### src/rtl/vx_cache_flush_ctrl.sv
// vx_cache_flush_ctrl
//   Flush sequencer for a cluster of NUM_CACHES cache units shared by NUM_INPUTS
//   core ports. A flush request locks out new core requests, waits until every
//   tracked read has returned, flushes the cache units one at a time in ascending
//   index order, and then presents a single completion response.
//
// Parameters
//   NUM_CACHES    cache units to flush
//   NUM_INPUTS    core ports whose outstanding reads are counted
//   PENDING_SIZE  maximum outstanding reads per port
//   ASSERT_EN     enables the simulation-only protocol checks
//
// Ports
//   clk, reset                         clock, synchronous active-high reset
//   flush_req_valid / flush_req_ready  flush request handshake (ready only in IDLE)
//   flush_rsp_valid / flush_rsp_ready  flush completion handshake
//   core_req_fire / core_rsp_fire      per-port read request / response handshakes
//   core_req_lock                      tells the arbiter to hold core requests off
//   cache_flush_valid / _ready         one-hot flush command to the selected unit
//   cache_flush_done                   per-unit 1-cycle completion pulse
//   busy                               sequencer is not idle
module vx_cache_flush_ctrl #(
  parameter int NUM_CACHES   = 1,
  parameter int NUM_INPUTS   = 1,
  parameter int PENDING_SIZE = 16,
  parameter bit ASSERT_EN    = 1'b1
) (
  input  logic                  clk,
  input  logic                  reset,
  input  logic                  flush_req_valid,
  output logic                  flush_req_ready,
  output logic                  flush_rsp_valid,
  input  logic                  flush_rsp_ready,
  input  logic [NUM_INPUTS-1:0] core_req_fire,
  input  logic [NUM_INPUTS-1:0] core_rsp_fire,
  output logic                  core_req_lock,
  output logic [NUM_CACHES-1:0] cache_flush_valid,
  input  logic [NUM_CACHES-1:0] cache_flush_ready,
  input  logic [NUM_CACHES-1:0] cache_flush_done,
  output logic                  busy
);

  localparam int CNT_W = $clog2(PENDING_SIZE + 1);
  localparam int IDX_W = (NUM_CACHES > 1) ? $clog2(NUM_CACHES) : 1;
  localparam logic [CNT_W-1:0] CNT_MAX  = CNT_W'(PENDING_SIZE);
  localparam logic [IDX_W-1:0] IDX_LAST = IDX_W'(NUM_CACHES - 1);

  typedef enum logic [2:0] {
    ST_IDLE,
    ST_DRAIN,
    ST_ISSUE,
    ST_WAIT,
    ST_RESP
  } state_t;

  state_t                 state_reg, state_next;
  logic [IDX_W-1:0]       idx_reg, idx_next;
  logic [NUM_INPUTS-1:0]  cnt_zero;
  logic                   all_drained;
  logic [NUM_CACHES-1:0]  sel_onehot;
  logic                   stray_done;

  // ---------------------------------------------------------------------------
  // Outstanding-read counters. They keep counting through a flush so that reads
  // accepted in the same cycle as the flush request are still waited for.
  // ---------------------------------------------------------------------------
  generate
    for (genvar gi = 0; gi < NUM_INPUTS; gi++) begin : g_pending
      logic [CNT_W-1:0] cnt_reg, cnt_next;

      always_comb begin
        cnt_next = cnt_reg;
        case ({core_req_fire[gi], core_rsp_fire[gi]})
          2'b10: if (cnt_reg != CNT_MAX) cnt_next = cnt_reg + 1'b1;
          2'b01: if (cnt_reg != '0)      cnt_next = cnt_reg - 1'b1;
          default: cnt_next = cnt_reg;  // idle, or request and response cancel out
        endcase
      end

      always_ff @(posedge clk) begin
        if (reset) begin
          cnt_reg <= '0;
        end else begin
          cnt_reg <= cnt_next;
          if (ASSERT_EN) begin
            pending_overflow: assert (!(core_req_fire[gi] && !core_rsp_fire[gi] &&
                                        cnt_reg == CNT_MAX));
            pending_underflow: assert (!(!core_req_fire[gi] && core_rsp_fire[gi] &&
                                         cnt_reg == '0));
          end
        end
      end

      assign cnt_zero[gi] = (cnt_reg == '0);
    end
  endgenerate

  assign all_drained = &cnt_zero;
  assign sel_onehot  = NUM_CACHES'(1) << idx_reg;

  // ---------------------------------------------------------------------------
  // Sequencer state register. With a single cache unit the index is tied to 0.
  // ---------------------------------------------------------------------------
  always_ff @(posedge clk) begin
    if (reset) begin
      state_reg <= ST_IDLE;
      idx_reg   <= '0;
    end else begin
      state_reg <= state_next;
      idx_reg   <= (NUM_CACHES > 1) ? idx_next : '0;
    end
  end

  // Next state and outputs; every output is a pure decode of the current state.
  always_comb begin
    state_next        = state_reg;
    idx_next          = idx_reg;
    flush_req_ready   = 1'b0;
    flush_rsp_valid   = 1'b0;
    core_req_lock     = 1'b1;
    cache_flush_valid = '0;
    busy              = 1'b1;

    case (state_reg)
      ST_IDLE: begin
        flush_req_ready = 1'b1;
        core_req_lock   = 1'b0;
        busy            = 1'b0;
        if (flush_req_valid) begin
          state_next = ST_DRAIN;
          idx_next   = '0;
        end
      end
      ST_DRAIN: begin
        // Registered counters: a response in this cycle is seen one cycle later.
        if (all_drained) state_next = ST_ISSUE;
      end
      ST_ISSUE: begin
        cache_flush_valid = sel_onehot;
        if (|(cache_flush_ready & sel_onehot)) state_next = ST_WAIT;
      end
      ST_WAIT: begin
        // Only the selected unit's completion pulse advances the sequence.
        if (|(cache_flush_done & sel_onehot)) begin
          if (idx_reg == IDX_LAST) begin
            state_next = ST_RESP;
          end else begin
            idx_next   = idx_reg + 1'b1;
            state_next = ST_ISSUE;
          end
        end
      end
      ST_RESP: begin
        flush_rsp_valid = 1'b1;
        if (flush_rsp_ready) state_next = ST_IDLE;
      end
      default: begin
        state_next = ST_IDLE;
      end
    endcase
  end

  // A completion pulse that the sequencer cannot use points at a misbehaving unit.
  assign stray_done = ((state_reg == ST_ISSUE) && (|cache_flush_done)) ||
                      ((state_reg == ST_WAIT)  && (|(cache_flush_done & ~sel_onehot)));

  always_ff @(posedge clk) begin
    if (!reset && ASSERT_EN) begin
      stray_flush_done: assert (!stray_done);
    end
  end

endmodule
### config.mk
export PLATFORM = sky130hd
export DESIGN_NAME = vx_cache_flush_ctrl
export DESIGN_NICKNAME = d
export VERILOG_FILES = /design/src/rtl/vx_cache_flush_ctrl.sv
export SDC_FILE = /design/constraint.sdc
export NUM_CORES = 1
export LEC_CHECK = 0
export BUFFER_PORTS_ARGS = -buffer_cell sky130_fd_sc_hd__clkbuf_2
export CORE_MARGIN = 5
export CORE_UTILIZATION = 30
export DETAILED_ROUTE_END_ITERATION = 10
export GPL_ROUTABILITY_DRIVEN = 0
export GPL_TIMING_DRIVEN = 0
export PLACE_DENSITY = 0.51
export SETUP_SLACK_MARGIN = 0.1
export SLEW_MARGIN = 20
export SYNTH_ARGS = -nofsm -noshare
export SYNTH_HDL_FRONTEND = slang
export SYNTH_SLANG_ARGS = --single-unit
### constraint.sdc
create_clock -name clk -period 1.8 [get_ports clk]
set_clock_uncertainty 0.1 [all_clocks]
set_input_delay 0 -clock clk [delete_from_list [all_inputs] [get_ports clk]]
set_output_delay 0 -clock clk [all_outputs]
set_load 0.005 [all_outputs]
==> flow_summary.yaml, run 1 <==
worst_setup_path:
  setup.worst_path.end_class: "flip-flop"
  rrSetupSlack_ns: 0.02
  startpoint_type_of_the_worst_setup_path: "flip-flop"
  crit_path_cell_trace: "xnor2_1, ha_2, or3_1, a22oi_2, mux2_4"
  setup.worst_path.class: "flip-flop to flip-flop"
  crit_path_max_fanout: 7
  cp_data_required_time_ns: 1.84
  worstPathArrival_ns: 1.82
  slowest_delay_ns: 0.38
  critical_path.top_delay_family: "simple AND/OR/NAND/NOR gates"
  timing.critical_path.buf_inv: 0
  timing.critical_path.slowest_stage_cell: "or3_1"
clocking:
  worstSkewPairLatency_ns: 0.26
  clock_tree_from_tritoncts: "yes"
  cts.reportedPaths.clkPinSlew_ns: 0.06
  cts_inserted_buffers: 3
  cts_max_path_buffers: 2
  cts-root-buf: "clkbuf_4"
  deepest_level_of_the_cts_h_tree: 1
  clock-sinks: 8
grt:
  grt_start_max_net_pins: 11
  grt_use_total_pct: 10.22
  grt_pass1_vias: 512
  grt_antenna_before_repair: 0
  wire_length_of_the_first_global_routing_pass_um: 2056
  grt_remaining_overflow: 0
yosys:
  synth_top_flop_cell: "dfxtp_1"
  cell_types_with_the_largest_area_share_after_synthesis: "dfxtp_1 (31%), a21oi_1 (4.8%), mux2_1 (4.3%), nor2b_1 (3.6%), or3_1 (3.6%)"
  post_synth.cell_area_avg_um2: 8.302
  postSynthNetCount: 72
  async_reset_ff_share_pct: 0
  synthDistinctLibCells: 32
  postSynthRegisterBits: 8
  synth-edff-count: 0
  synth_cells: 63
  post_synthesis_instance_area_um2: 523.0
  synth_warnings: 0
  synth_sequential_area_ratio_pct: 30.62
  synth_top_area_share_pct: 30.62
  netlist.top_cell.by_area: "dfxtp_1"
sta:
  fin_hold_ws_ns: 0.07014
  grt_setup_unrepaired: "true"
  min_period_over_period_pct: 98.69
  report.final.setup_viol: 0
  achievable-frequency_ghz: 0.5629
  setup_tns_ns: 0
  timing.slew.headroom_pct: 72.22
  finalHoldViolCount: 0
  tightestPinTransition_ns: 0.4167
  drv_slew: 0
  finalWorstPathRequiredPeriod_ns: 1.776
drt:
  route.detailed.drc: 0
  drtAntennaViolNets: 0
  route.vias.total: 522
  totalWireLength_um: 1159
  route.detailed.wl_per_inst_um: 11.59
  via_per_inst: 5.220
  dr_wl_met3_um: 15
  route.met2.wl_um: 551
  wirelength_met1_um: 559
  top_signal_layer_used: "met4"
  drtIter0Drc: 4
  firstDrtPassIters: 4
run_status:
  outcome: "finished, final reports clean"
power:
  leakagePower_nw: 0.2910
  worst_ir_drop_vdd_uv: 324.6
  power.density_cell_area_nw_per_um2: 784.9
cells_and_area:
  syn2layout_area_growth_pct: 37.32
  fin_area_um2: 718.2
  n_antenna_cell: 0
  filler_cell_count: 181
  drive_above_1_share_pct: 38.55
  design.final.nets: 94
  largest_register_ff_count: 5
floorplanning:
  floorplan.die.width_um: 51.76
  initial_utilization_pct: 30.96
  num_rows: 15
  overall_die_area_um2: 2679
  die_h_um: 51.76
  core_region_area_um2: 1689
  floorplan.io_pins: 13
placed_design:
  port_buffers: 12
  placed_area_um2: 605.6
  detailedPlacementHpwl_um: 836.2
hold_path:
  min_delay_worst_type: "input pin to flip-flop"
run:
  timing.max_cap.violations: 0
==> layout make-up <==
| class | instances | area, um2 | share of cell area, % |
|---|---|---|---|
| Timing Repair Buffer | 17 | 105.1 | 14.63 |
| Sequential cell | 8 | 172.7 | 24.04 |
| Inverter | 3 | 11.26 | 1.568 |
| Clock buffer | 3 | 22.52 | 3.136 |
| Tap cell | 17 | 21.27 | 2.962 |
| Multi-Input combinational cell | 47 | 361.6 | 50.35 |
| Buffer | 5 | 23.77 | 3.310 |
==> report_power, final <==
part           total [W]  leakage, nW  internal [W]  switching, W
Combinational   0.000199        0.209      0.000106     0.0000931
Sequential      0.000221       0.0680      0.000198     0.0000231
Clock           0.000144       0.0138     0.0000767     0.0000671
Total           0.000564        0.291      0.000380      0.000183
==> per-stage QoR <==
stage / power [W] / worst slack, ns / utilization, % / cells
final: 0.0005637 / 0.02354 / 42.52 / 100
after detailed placement: 0.0003993 / -0.03851 / 35.85 / 92
after floorplan: 0.0003441 / 0.1023 / - / 63
after global placement: 0.0003975 / -0.02814 / 35.85 / 92
after global routing: 0.0006118 / -0.03080 / 42.52 / 100
after CTS: 0.0005516 / 0.02689 / 39.19 / 98
==> metal layers <==
metal | GRT usage, % | vias up
li1 | - | 277
met1 | 11.89 | 234
met2 | 17.16 | 7
met3 | 1.719 | 4
met4 | 6.550 | 0
met5 | 0 | -
==> worst paths after layout <==
check,cells past startpoint,end,start
worst min register to register,1,state_reg[1],state_reg[2]
worst min-delay path,3,state_reg[0],cache_flush_ready
worst max register to register,5,g_pending[0].cnt_reg[4],g_pending[0].cnt_reg[1]
worst max-delay path,5,g_pending[0].cnt_reg[4],g_pending[0].cnt_reg[1]
==> cells by family (layout without fill, tap and decap cells) <==
| kind of cell | after synthesis | in the layout | synth area share, % |
|---|---|---|---|
| buffers and inverters | 8 | 28 | 6.698 |
| muxes | 3 | 3 | 6.459 |
| adders and majority gates | 1 | 1 | 2.392 |
| DFF | 8 | 8 | 30.62 |
| and+or+nand+nor | 26 | 26 | 30.62 |
| AOI/OAI and AO/OA | 16 | 16 | 21.53 |
| xor gates and xnor gates | 1 | 1 | 1.675 |
==> worst register-to-register path: cells and delay by family (launching register included) <==
family,cells,cell delay [ns]
adder cells (fa/ha/maj),1,0.20
XOR/XNOR,1,0.13
AND/OR/NAND/NOR,1,0.38
AO/OA/AOI/OAI,1,0.17
flip-flops,1,0.37
multiplexers,1,0.31
==> cells in the final DEF (no fill, tap or decap), types with 4 or more instances in the layout <==
cell type,instances
nor2_1,4
dfxtp_1,4
clkbuf_2,12
a21oi_1,4
==> cells in the mapped netlist (all sizes together), types with 2 or more instances <==
cell and number:
mux2 3, buf 2, nor3b 2, nand2b 2, dfxtp 8, nor4 2
nor2b 3, nand4 2, nor2 4, or3 3, clkbuf 3, a211oi 2
inv 3, nor3 3, a21o 2, a22oi 3, a21oi 5
==> what timing repair did <==
action	in CTS	in global routing
hold buffers	3	0
resized for setup	2	11
hold endpoints to repair	3	0
setup buffers	0	2
setup endpoints to repair	3	3
(Power assumes the default switching activity.)
==> inputs of run 2 (changes only) <==
- CORE_AREA: not set -> 5 5 42 44
- CORE_MARGIN: 5 -> not set
- CORE_UTILIZATION: 30 -> not set
- DIE_AREA: not set -> 0 0 47 49
- PLACE_DENSITY: 0.51 -> 0.63
- SLEW_MARGIN: 20 -> not set
- clock period: 1.8 -> 1.5 ns (I/O delays scaled with it)
==> run 2 against run 1 <==
  * The run now ends with setup timing left
  * Core utilization is 13 points higher
  * Sequential share of layout area is 1.6 points lower
  * Wire length is 15% higher
  * Global-route usage is 2.8 points higher
  * Combinational power is 48% higher
  * Non-clock buffer count is 3 higher
  * Maximum frequency is 1.4% higher
  * Count of clock-buffer cells in the layout stayed put
  * Total power is 33% higher
==> flow_summary.yaml, run 2 (same netlist as run 1, synthesis figures left out) <==
run_status:
  outcome: "finished, violations left"
  violations_in_the_final_reports: "setup timing"
floorplanning:
  num_rows: 14
  floorplan.die.width_um: 47
  overall_die_area_um2: 2303
  floorplan.io_pins: 13
  die_h_um: 49
  initial_utilization_pct: 37.32
  core_region_area_um2: 1401
cells_and_area:
  drive_above_1_share_pct: 50.00
  mostFrequentLayoutCell: "clkbuf_2"
  largest_register_ff_count: 5
  design.final.nets: 97
  n_antenna_cell: 0
  syn2layout_area_growth_pct: 49.28
  fin_area_um2: 780.7
  mostFrequentLayoutCells: "clkbuf_2 (12), buf_4 (7), a21oi_1 (5)"
  filler_cell_count: 132
worst_setup_path:
  setup.worst_path.end_class: "flip-flop"
  crit_path_cell_trace: "or3_4, or3_1, a22oi_2, mux2_4"
  crit_path_max_fanout: 5
  timing.critical_path.slowest_stage_cell: "or3_4"
  startpoint_type_of_the_worst_setup_path: "flip-flop"
  slowest_delay_ns: 0.39
  cp_data_required_time_ns: 1.54
  setup.worst_path.class: "flip-flop to flip-flop"
  worstPathArrival_ns: 1.79
power:
  worst_ir_drop_vdd_uv: 510.9
  leakagePower_nw: 0.3226
  power.density_cell_area_nw_per_um2: 957.0
sta:
  drv_slew: 0
  final_setup_slack_of_the_worst_path_ns: -0.2523
  timing.slew.headroom_pct: 69.75
  finalHoldViolCount: 0
  min_period_over_period_pct: 116.8
  tightestPinTransition_ns: 0.4538
  finalWorstPathRequiredPeriod_ns: 1.752
  achievable-frequency_ghz: 0.5707
  report.final.setup_viol: 6
  grt_setup_unrepaired: "true"
grt:
  grt_antenna_before_repair: 0
  grt_use_total_pct: 13.06
  grt_pass1_vias: 535
  grt_start_max_net_pins: 11
  wire_length_of_the_first_global_routing_pass_um: 2249
  grt_remaining_overflow: 0
placed_design:
  place_worst_setup_slack_ns: -0.3143
  port_buffers: 12
  detailedPlacementHpwl_um: 845.2
  placed_area_um2: 608.1
clocking:
  cts.reportedPaths.clkPinSlew_ns: 0.05
  cts_inserted_buffers: 3
  cts-root-buf: "clkbuf_4"
  clock-sinks: 8
  deepest_level_of_the_cts_h_tree: 1
  worstSkewPairLatency_ns: 0.25
  cts_max_path_buffers: 2
  clock_tree_from_tritoncts: "yes"
drt:
  route.detailed.wl_per_inst_um: 13.08
  route.vias.total: 559
  firstDrtPassIters: 4
  drtAntennaViolNets: 0
  totalWireLength_um: 1334
  via_per_inst: 5.480
  drtIter0Drc: 8
  route.detailed.drc: 0
run:
  timing.max_cap.violations: 0
hold_path:
  min_delay_worst_type: "input pin to flip-flop"
==> run 2: report_power, final <==
group          leakage, nW  switching, W  internal [W]
clock               0.0138     0.0000714     0.0000915
combinational        0.240      0.000114      0.000182
sequential          0.0687     0.0000491      0.000240
==> run 2: final cells by class <==
cell class                      instances  area [um2]  share of cell area, %
Clock buffer                            3       22.52                  2.885
Buffer                                  3       16.27                  2.083
Timing Repair Buffer                   22       147.6                  18.91
Tap cell                               16       20.02                  2.564
Multi-Input combinational cell         47       387.9                  49.68
Inverter                                3       11.26                  1.442
Sequential cell                         8       175.2                  22.44
==> run 2: critical path, delay by kind of cell, from the launching register on <==
kind	cells	cell delay, ns
multiplexers	1	0.31
flip-flops	1	0.36
AND/OR/NAND/NOR	2	0.72
AO/OA/AOI/OAI	1	0.15
==> run 2: repair_timing <==
item                       CTS  global route
setup endpoints to repair    9             8
setup buffers                6             2
pin swaps                    6             5
hold buffers                 2             0
hold endpoints to repair     2             0
resized for setup           13             7
==> run 2: worst paths after layout <==
path | from | to | slack [ns] | depth (start not counted)
max | g_pending[0].cnt_reg[3] | g_pending[0].cnt_reg[4] | -0.25 | 4
min | reset | g_pending[0].cnt_reg[3] | 0.03 | 3
min reg2reg | state_reg[2] | state_reg[1] | 0.41 | 1
max reg2reg | g_pending[0].cnt_reg[3] | g_pending[0].cnt_reg[4] | -0.25 | 4
==> run 2: metal layers <==
metal	wire [um]	global-route usage, %	vias up
met3	81	3.321	2
li1	-	-	281
met2	700	20.36	18
met4	11	5.530	0
met1	540	16.37	258
met5	0	0	-
==> run 2: stage by stage <==
step	util (%)	total power [W]	setup TNS, ns	hold WS [ns]	instances
floorplan	-	0.0004145	-0.3145	0.07720	63
global placement	43.39	0.0004749	-0.6746	0.1602	91
detailed placement	43.39	0.0004816	-0.7747	0.1705	91
CTS	52.95	0.0007080	-0.7424	0.007718	100
global route	55.71	0.0008005	-1.359	0.06813	102
finish	55.71	0.0007472	-0.9088	0.02886	102
==> inputs of run 3 (changes only) <==
- CORE_AREA: 5 5 42 44 -> not set
- CORE_MARGIN: not set -> 5
- CORE_UTILIZATION: not set -> 30
- DIE_AREA: 0 0 47 49 -> not set
- PLACE_DENSITY: 0.63 -> 0.51
- SETUP_SLACK_MARGIN: 0.1 -> 0.3
==> run 3 against run 2 <==
  * The flow still finishes with violations (setup timing)
  * Hold slack gained 0.019 ns
  * Flip-flop and latch count is the same
  * Clock power grew 8%
  * Cell count grew 2.0%
  * Count of clock-buffer cells in the layout is the same
  * Die area grew 16%
  * Worst setup slack lost 0.028 ns
  * Largest cell class unchanged
  * Non-clock buffer count grew 1
  * Design area grew 9.3%
  * Sequential share of layout area shrank 2.2 points
  * Combinational power grew 29%
==> flow_summary.yaml, run 3 (same netlist as run 1, synthesis figures left out) <==
grt:
  grt_start_max_net_pins: 11
  grt_remaining_overflow: 0
  wire_length_of_the_first_global_routing_pass_um: 2249
  grt_pass1_vias: 516
  grt_use_total_pct: 11.65
  grt_antenna_before_repair: 0
cells_and_area:
  syn2layout_area_growth_pct: 63.16
  mostFrequentLayoutCell: "clkbuf_2"
  n_antenna_cell: 0
  largest_register_ff_count: 5
  mostFrequentLayoutCells: "clkbuf_2 (9), buf_6 (5)"
  final-instance-count-excl-fill: 104
  drive_above_1_share_pct: 54.02
  final_core_utilization_pct: 50.52
  design.final.nets: 98
hold_path:
  min_delay_worst_type: "input pin to flip-flop"
  number_of_cells_on_the_worst_hold_path: 4
  min_from: "core_rsp_fire"
drt:
  via_per_inst: 5.250
  route.detailed.drc: 0
  route.vias.total: 546
  route.detailed.wl_per_inst_um: 13.26
  totalWireLength_um: 1379
  drtAntennaViolNets: 0
  firstDrtPassIters: 4
  drtIter0Drc: 5
placed_design:
  post-place-cells: 92
  detailedPlacementHpwl_um: 822.9
  port_buffers: 12
sta:
  min_period_over_period_pct: 118.7
  achievable-frequency_ghz: 0.5617
  finalWorstPathRequiredPeriod_ns: 1.780
  final_setup_slack_of_the_worst_path_ns: -0.2804
  fin_hold_ws_ns: 0.04800
  report.final.setup_viol: 3
  tightestPinTransition_ns: 0.4470
  timing.slew.headroom_pct: 70.20
  setup_tns_ns: -0.6402
  grt_setup_unrepaired: "true"
  drv_slew: 0
  finalHoldViolCount: 0
worst_setup_path:
  critical_path.startpoint: "g_pending[0].cnt_reg[1]"
  crit_path_cell_trace: "or3_4, or3_4, a22oi_2, mux2_4"
  reg2regPathDepth: 4
  critical_path.top_delay_family: "simple AND/OR/NAND/NOR gates"
  critical_path_depth: 4
  setup.worst_path.class: "flip-flop to flip-flop"
  setup.worst_path.end_class: "flip-flop"
  cell_occurring_most_often_along_the_worst_timing_path: "or3_4"
  timing.critical_path.slowest_stage_cell: "or3_4"
  critical_path.reg2reg.startpoint: "g_pending[0].cnt_reg[1]"
  startpoint_type_of_the_worst_setup_path: "flip-flop"
  crit_path_max_fanout: 6
  slowest_delay_ns: 0.39
  worstPathArrival_ns: 1.84
  cp_data_required_time_ns: 1.56
  timing.critical_path.buf_inv: 0
power:
  report.power.total_w: 0.0008325
  worst_ir_drop_vdd_uv: 606.8
  leakagePower_nw: 0.3475
  power.density_cell_area_nw_per_um2: 975.6
floorplanning:
  overall_die_area_um2: 2679
  initial_utilization_pct: 30.96
  num_rows: 15
  floorplan.die.width_um: 51.76
  die_h_um: 51.76
  core_region_area_um2: 1689
  floorplan.io_pins: 13
clocking:
  cts-root-buf: "clkbuf_4"
  worstSkewPairLatency_ns: 0.27
  clock-sinks: 8
  deepest_level_of_the_cts_h_tree: 1
  cts_max_path_buffers: 2
  clock_tree_from_tritoncts: "yes"
  cts_inserted_buffers: 3
  cts.reportedPaths.clkPinSlew_ns: 0.07
run_status:
  outcome: "finished, violations left"
  violations_in_the_final_reports: "setup timing"
run:
  timing.max_cap.violations: 0
## run 3: cell count changes in the layout (fill, tap and decap cells not counted), sizes merged
cell         before  now
buf              10   12
clkbuf           16   13
dlygate4sd3       2    4
## run 3: timing repair
| action | 4_1_cts | 5_1_grt |
|---|---|---|
| buffers inserted | 5 | 0 |
| cloned | 0 | 0 |
| resized for setup | 20 | 18 |
| hold buffers | 4 | 0 |
| pin swaps | 0 | 4 |
| hold endpoints to repair | 3 | 0 |
| setup endpoints to repair | 12 | 12 |
## run 3: metal layers
metal / global-route usage [%] / routed length [um] / up-vias
met5: 0 / 0 / -
met4: 5.240 / 22 / 0
met3: 4.298 / 56 / 5
met2: 18.43 / 710 / 8
met1: 13.96 / 590 / 246
li1: - / - / 287
## run 3: path summary, 6_finish.rpt
kind                                  end  slack (ns)
hold reg to reg              state_reg[1]        0.45
setup / recovery  g_pending[0].cnt_reg[4]       -0.28
setup reg to reg  g_pending[0].cnt_reg[4]       -0.28
hold / removal    g_pending[0].cnt_reg[1]        0.05
## run 3: through the flow
| step | instance area [um2] | setup WS [ns] |
|---|---|---|
| after floorplan | 528.0 | -0.1711 |
| after global placement | 609.3 | -0.2840 |
| after detailed placement | 609.3 | -0.2933 |
| after CTS | 780.7 | -0.2479 |
| after global routing | 853.3 | -0.3213 |
| final | 853.3 | -0.2804 |
## run 3: cell type report
| class | count | area [um2] |
|---|---|---|
| plain buffers | 5 | 50.05 |
| flip-flops and latches | 8 | 172.7 |
| well taps | 17 | 21.27 |
| repair buffers | 21 | 157.7 |
| multi-input cells | 47 | 417.9 |
| fillers | 169 | 835.8 |
| clock buffers | 3 | 22.52 |
| inverters | 3 | 11.26 |
## run 3: worst reg2reg max path, cell delays in order, from the launching register on
cell and delay, ns:
dfxtp_4 0.37, or3_4 0.39, or3_4 0.34, a22oi_2 0.16
mux2_4 0.31
## run 3: report_power, final
group	leakage, nW	internal (W)	total, W	switching (W)
Clock	0.0138	0.0000922	0.000176	0.0000843
Combinational	0.265	0.000230	0.000381	0.000151
Sequential	0.0684	0.000240	0.000275	0.0000349
Total	0.348	0.000562	0.000833	0.000271
